==> src/rtl/hazard_ctrl_pkg.sv <==
// Shared types and constants for the pipeline hazard controller.
package hazard_ctrl_pkg;

  localparam int unsigned REG_W     = 5;
  localparam int unsigned TNEW_W    = 4;
  localparam int unsigned TUSE_W    = 2;
  localparam int unsigned FWD_SEL_W = 2;

  localparam int unsigned MULT_CYCLES_DEF = 5;
  localparam int unsigned DIV_CYCLES_DEF  = 10;
  localparam int unsigned CNT_W_DEF       = 4;

  localparam logic [FWD_SEL_W-1:0] FWD_GRF = 2'd0;
  localparam logic [FWD_SEL_W-1:0] FWD_E   = 2'd1;
  localparam logic [FWD_SEL_W-1:0] FWD_M   = 2'd2;
  localparam logic [FWD_SEL_W-1:0] FWD_W   = 2'd3;

  // $0 is hard-wired, so a write to it never produces a dependency.
  function automatic logic reg_match(input logic             we,
                                     input logic [REG_W-1:0] dst,
                                     input logic [REG_W-1:0] src);
    return we && (dst == src) && (src != '0);
  endfunction

endpackage

==> src/rtl/hazard_ctrl_md_busy_seq.sv <==
// Mult/div busy sequencer: one down-counter loaded on an accepted start.
module hazard_ctrl_md_busy_seq
  import hazard_ctrl_pkg::*;
#(
  parameter int unsigned MULT_CYCLES = MULT_CYCLES_DEF,
  parameter int unsigned DIV_CYCLES  = DIV_CYCLES_DEF,
  parameter int unsigned CNT_W       = CNT_W_DEF
) (
  input  logic i_clk,
  input  logic i_rst_n,
  input  logic i_start,
  input  logic i_is_div,
  output logic o_busy
);

  logic [CNT_W-1:0] r_cnt;

  // A start arriving while busy is dropped; the D-side MD stall keeps it from happening.
  always_ff @(posedge i_clk) begin
    if (!i_rst_n) begin
      r_cnt <= '0;
    end else if (i_start && (r_cnt == '0)) begin
      r_cnt <= i_is_div ? CNT_W'(DIV_CYCLES) : CNT_W'(MULT_CYCLES);
    end else if (r_cnt != '0) begin
      r_cnt <= r_cnt - CNT_W'(1);
    end
  end

  assign o_busy = (r_cnt != '0);

endmodule

==> src/rtl/hazard_ctrl.sv <==
// Pipeline hazard controller: stall/forward decisions and mult/div busy tracking.
// Optional stall statistics counter is enabled by defining HAZARD_STALL_STATS_EN.
module hazard_ctrl
  import hazard_ctrl_pkg::*;
#(
  parameter int unsigned MULT_CYCLES = MULT_CYCLES_DEF,
  parameter int unsigned DIV_CYCLES  = DIV_CYCLES_DEF,
  parameter int unsigned CNT_W       = CNT_W_DEF
) (
  input  logic                 clk,
  input  logic                 reset,
  input  logic [REG_W-1:0]     D_A1,
  input  logic [REG_W-1:0]     D_A2,
  input  logic                 D_A1use,
  input  logic                 D_A2use,
  input  logic [TUSE_W-1:0]    D_Tuse_rs,
  input  logic [TUSE_W-1:0]    D_Tuse_rt,
  input  logic                 D_Is_MD,
  input  logic [REG_W-1:0]     E_A3,
  input  logic [REG_W-1:0]     M_A3,
  input  logic [REG_W-1:0]     W_A3,
  input  logic                 E_Reg_Write,
  input  logic                 M_Reg_Write,
  input  logic                 W_Reg_Write,
  input  logic [TNEW_W-1:0]    E_Tnew,
  input  logic [TNEW_W-1:0]    M_Tnew,
  input  logic [REG_W-1:0]     E_A1,
  input  logic [REG_W-1:0]     E_A2,
  input  logic                 E_MD_Start,
  input  logic                 E_MD_Op,
  output logic                 PC_WE,
  output logic                 F_D_RegWE,
  output logic                 D_E_clear,
  output logic [FWD_SEL_W-1:0] D_Fwd_rs,
  output logic [FWD_SEL_W-1:0] D_Fwd_rt,
  output logic [FWD_SEL_W-1:0] E_Fwd_rs,
  output logic [FWD_SEL_W-1:0] E_Fwd_rt,
  output logic                 MD_Busy
`ifdef HAZARD_STALL_STATS_EN
  ,
  output logic [31:0]          Stall_Cnt
`endif
);

  logic w_md_busy;
  logic w_stall_rs;
  logic w_stall_rt;
  logic w_stall_md;
  logic w_stall;
  logic w_m_ready;

  hazard_ctrl_md_busy_seq #(
    .MULT_CYCLES (MULT_CYCLES),
    .DIV_CYCLES  (DIV_CYCLES),
    .CNT_W       (CNT_W)
  ) u_md_busy_seq (
    .i_clk    (clk),
    .i_rst_n  (reset),
    .i_start  (E_MD_Start),
    .i_is_div (E_MD_Op),
    .o_busy   (w_md_busy)
  );

  assign MD_Busy   = w_md_busy;
  assign w_m_ready = (M_Tnew == '0);

  always_comb begin
    w_stall_rs = D_A1use &&
        ((reg_match(E_Reg_Write, E_A3, D_A1) && (E_Tnew > TNEW_W'(D_Tuse_rs))) ||
         (reg_match(M_Reg_Write, M_A3, D_A1) && (M_Tnew > TNEW_W'(D_Tuse_rs))));
    w_stall_rt = D_A2use &&
        ((reg_match(E_Reg_Write, E_A3, D_A2) && (E_Tnew > TNEW_W'(D_Tuse_rt))) ||
         (reg_match(M_Reg_Write, M_A3, D_A2) && (M_Tnew > TNEW_W'(D_Tuse_rt))));
    w_stall_md = D_Is_MD && (w_md_busy || E_MD_Start);
    w_stall    = reset && (w_stall_rs || w_stall_rt || w_stall_md);
  end

  // Outputs fall back to pass-through defaults while reset is held low.
  always_comb begin
    PC_WE     = !w_stall;
    F_D_RegWE = !w_stall;
    D_E_clear = w_stall;
    D_Fwd_rs  = FWD_GRF;
    D_Fwd_rt  = FWD_GRF;
    E_Fwd_rs  = FWD_GRF;
    E_Fwd_rt  = FWD_GRF;
    if (reset) begin
      if (reg_match(M_Reg_Write, M_A3, D_A1) && w_m_ready) D_Fwd_rs = FWD_M;
      if (reg_match(M_Reg_Write, M_A3, D_A2) && w_m_ready) D_Fwd_rt = FWD_M;
      if (reg_match(M_Reg_Write, M_A3, E_A1) && w_m_ready) E_Fwd_rs = FWD_M;
      else if (reg_match(W_Reg_Write, W_A3, E_A1))        E_Fwd_rs = FWD_W;
      if (reg_match(M_Reg_Write, M_A3, E_A2) && w_m_ready) E_Fwd_rt = FWD_M;
      else if (reg_match(W_Reg_Write, W_A3, E_A2))        E_Fwd_rt = FWD_W;
    end
  end

`ifdef HAZARD_STALL_STATS_EN
  logic [31:0] r_stall_cnt;

  always_ff @(posedge clk) begin
    if (!reset) begin
      r_stall_cnt <= '0;
    end else if (w_stall && (r_stall_cnt != 32'hFFFF_FFFF)) begin
      r_stall_cnt <= r_stall_cnt + 32'd1;
    end
  end

  assign Stall_Cnt = r_stall_cnt;
`endif

  // E-stage results are never ready early enough to reach D.
  a_no_d_fwd_from_e : assert property (@(posedge clk) (D_Fwd_rs != FWD_E) && (D_Fwd_rt != FWD_E));

endmodule

==> config.mk <==
export PLATFORM = sky130hd
export DESIGN_NAME = hazard_ctrl
export DESIGN_NICKNAME = d
export VERILOG_FILES = /design/src/rtl/hazard_ctrl_pkg.sv /design/src/rtl/hazard_ctrl_md_busy_seq.sv /design/src/rtl/hazard_ctrl.sv
export SDC_FILE = /design/constraint.sdc
export NUM_CORES = 1
export LEC_CHECK = 0
export ABC_AREA = 0
export BUFFER_PORTS_ARGS = -buffer_cell sky130_fd_sc_hd__clkbuf_2
export CAP_MARGIN = 20
export CORE_ASPECT_RATIO = 1.75
export CORE_MARGIN = 1
export CORE_UTILIZATION = 46
export DETAILED_ROUTE_END_ITERATION = 10
export PLACE_DENSITY = 0.86
export SETUP_SLACK_MARGIN = 0.5
export SYNTH_ARGS = -nofsm -noshare
export SYNTH_HDL_FRONTEND = slang
export SYNTH_SLANG_ARGS = --single-unit
export TNS_END_PERCENT = 20
==> constraint.sdc <==
create_clock -name clk -period 4.5 [get_ports clk]
set_input_delay 0.675 -clock clk [delete_from_list [all_inputs] [get_ports clk]]
set_output_delay 0.675 -clock clk [all_outputs]
set_load 0.05 [all_outputs]
==> flow_summary.yaml <==
outcome:
  status: "finished, final reports clean"
critical_path:
  path_buf_inv: 2
  worstSetupPathType: "primary input to output port"
  r2r_setup_slack_ns: 3.10
  slowest_delay_ns: 0.44
  reg2reg_to: "u_md_busy_seq.r_cnt[3]"
  crit_chain: "clkbuf_2 -> ha_1 -> nor2b_1 -> o21ai_1 -> a2111oi_0 -> o21ai_1 -> a41oi_1 -> clkbuf_2"
  cp-start-kind: "primary input"
  critPathMaxFanout: 3
  path_delay_family: "compound AO/OA/AOI/OAI gates"
  worstPathArrival_ns: 2.39
  slowest_stage: "a2111oi_0"
  r2r_start: "u_md_busy_seq.r_cnt[0]"
  r2r_cells: 6
  endpoint_kind: "output port"
  required_ns: 3.83
timing:
  fmax_mhz: 326.3
  timing_hold_violations_final: 0
  finClkSkew_ns: 0.003773
  layout_min_cycle_time_ns: 3.064
  setup_tns_ns: 0
  holdWs_ns: 0.4833
  rsz0062_at_grt: "no"
  drv_slew: 0
  setup_viol: 0
  setup_ws_ns: 1.436
  fin_crit_sh: 0.6810
routing:
  detail-route-antenna-nets: 0
  drt-total-wl_um: 3081
  firstDrtPassIters: 4
  vias_per_cell: 5.472
  drtIter0Drc: 35
  wl_per_cell_um: 13.22
  vias: 1275
  drc: 0
worst_hold_path:
  holdPathStages: 2
  min-delay-start: "u_md_busy_seq.r_cnt[3]"
  hold_class: "register to register"
  hold-path-endpoint: "u_md_busy_seq.r_cnt[3]"
synth:
  syn-cell-area_um2: 1072
  synth_top_family_by_area: "XOR/XNOR gates"
  ys_warn_count: 0
  yosys.area_share.adder: 0.1167
  yosysUniqueCellTypes: 29
  synth_edf_count: 0
  synthMuxAreaShare: 0
  synthCells: 142
  ys.flop_type: "dfxtp_1"
  yosysSeqAreaShare: 0.07468
  avgSynthCellArea_um2: 7.551
  async_flop_share: 0
  synth_compound_area_frac: 0.1529
  synthSimpleGateAreaFrac: 0.2614
  ys_ff_latch: 4
  synth-xor-area-share: 0.3349
grt:
  grt_pass1_wl_um: 4795
  grt_overflow: 0
  grt_max_degree: 8
  grtUsageTotal: 0.2593
  antenna_found_initial: 0
  grt_pass1_vias: 1260
clock_tree:
  cts.repair.resized: 0
  clock_latency_ns: 0.23
  holdBufCountCts: 0
  htree_num_levels: 1
  clockRootBuffer: "clkbuf_4"
  cts_setup_buffers: 0
  numCtsBuffers: 3
  cts_sinks: 4
  clockBufferDepth: 2
  cts_tree: "done"
  clk_pin_slew_ns: 0.03
final_layout:
  drive_gt1_frac: 0.3445
  top_register: "u_md_busy_seq.r_cnt"
  area_delta_synth_final_pct: 33.96
  diodes: 0
  largest_reg_flops: 4
  final_net_count: 278
  layout_commonest_cell: "clkbuf_2"
  final_core_util: 0.6690
  regArea_um2: 80.08
  largestRegisters: "u_md_busy_seq.r_cnt: 4 flops"
  multiInputGateArea_um2: 935.9
  fin_cells: 233
  stdcell_area_um2: 1436
  mostFrequentLayoutCells: "66 x clkbuf_2, 24 x xnor2_1, 17 x xor2_1"
  fillers: 201
die:
  die_x_um: 38.50
  initial_core_util: 0.4994
  dieHeight_um: 65.87
  die_area_um2: 2536
  ios: 69
  coreArea_um2: 2147
  num_rows: 22
place:
  dp.cells: 230
  preCtsSetupSlack_ns: 1.438
  placed_cell_area_um2: 1414
  port_buffers: 66
  hpwl_um: 2760
  gp_congestion: 0.8568
power_and_ir_drop:
  power_uw: 348.7
  power_density_nw_per_um2: 242.8
  ir_worst_vdd_v: 0.0001278
  leakage_nw: 0.7010
job:
  maxCapViolations: 0
cells by family after synthesis:
group                    count (synthesis)
AND/OR/NAND/NOR                         49
XOR/XNOR                                41
other                                    1
adder cells (fa/ha/maj)                 10
AO/OA/AOI/OAI                           24
flip-flops                               4
buffers and inverters                   13
power by group:
| group | leakage [nW] | internal (mW) | switching, mW |
|---|---|---|---|
| Combinational | 0.654 | 0.0954 | 0.143 |
| Clock | 0.0138 | 0.0298 | 0.0145 |
| Sequential | 0.0333 | 0.0520 | 0.0144 |
how the worst max path moves through the flow:
stage | start | to | slack (ns) | cells after the start
detailed placement | M_Tnew[1] | D_E_clear | 1.44 | 8
global placement | M_Tnew[1] | D_E_clear | 1.47 | 8
finish | M_Tnew[1] | D_E_clear | 1.44 | 8
global route | D_Tuse_rs[1] | D_E_clear | 1.28 | 9
floorplan | D_Tuse_rs[1] | D_E_clear | 1.28 | 7
CTS | M_Tnew[1] | D_E_clear | 1.44 | 8
area by class of cell:
| cell class | count | area share |
|---|---|---|
| clock buffers | 3 | 0.01568 |
| multi-input cells | 126 | 0.6516 |
| flip-flops and latches | 4 | 0.05575 |
| repair buffers | 66 | 0.2300 |
| well taps | 24 | 0.02091 |
| inverters | 10 | 0.02613 |
cell usage after synthesis, drive strengths merged (4+ instances only):
cell	n	area, um^2
inv	10	37.54
nand2	13	48.80
nand4	5	31.28
nor4	6	65.06
ha	10	125.1
or4	8	60.06
o21ai	6	30.03
a21oi	6	30.03
xor2	17	148.9
dfxtp	4	80.08
xnor2	24	210.2
nor2	11	41.29
worst min-delay path, delay by kind of cell, from the launching register on:
family | cells | cell delay [ns]
flip-flops | 1 | 0.31
AO/OA/AOI/OAI | 2 | 0.12
metal layers:
metal / global-route usage / up-vias / routed length (um)
met5: 0 / - / 0
met4: 0.06897 / 0 / 25
met3: 0.05724 / 2 / 227
met2: 0.5417 / 60 / 1774
met1: 0.2143 / 569 / 1055
li1: - / 644 / -
(Power assumes the default switching activity.)
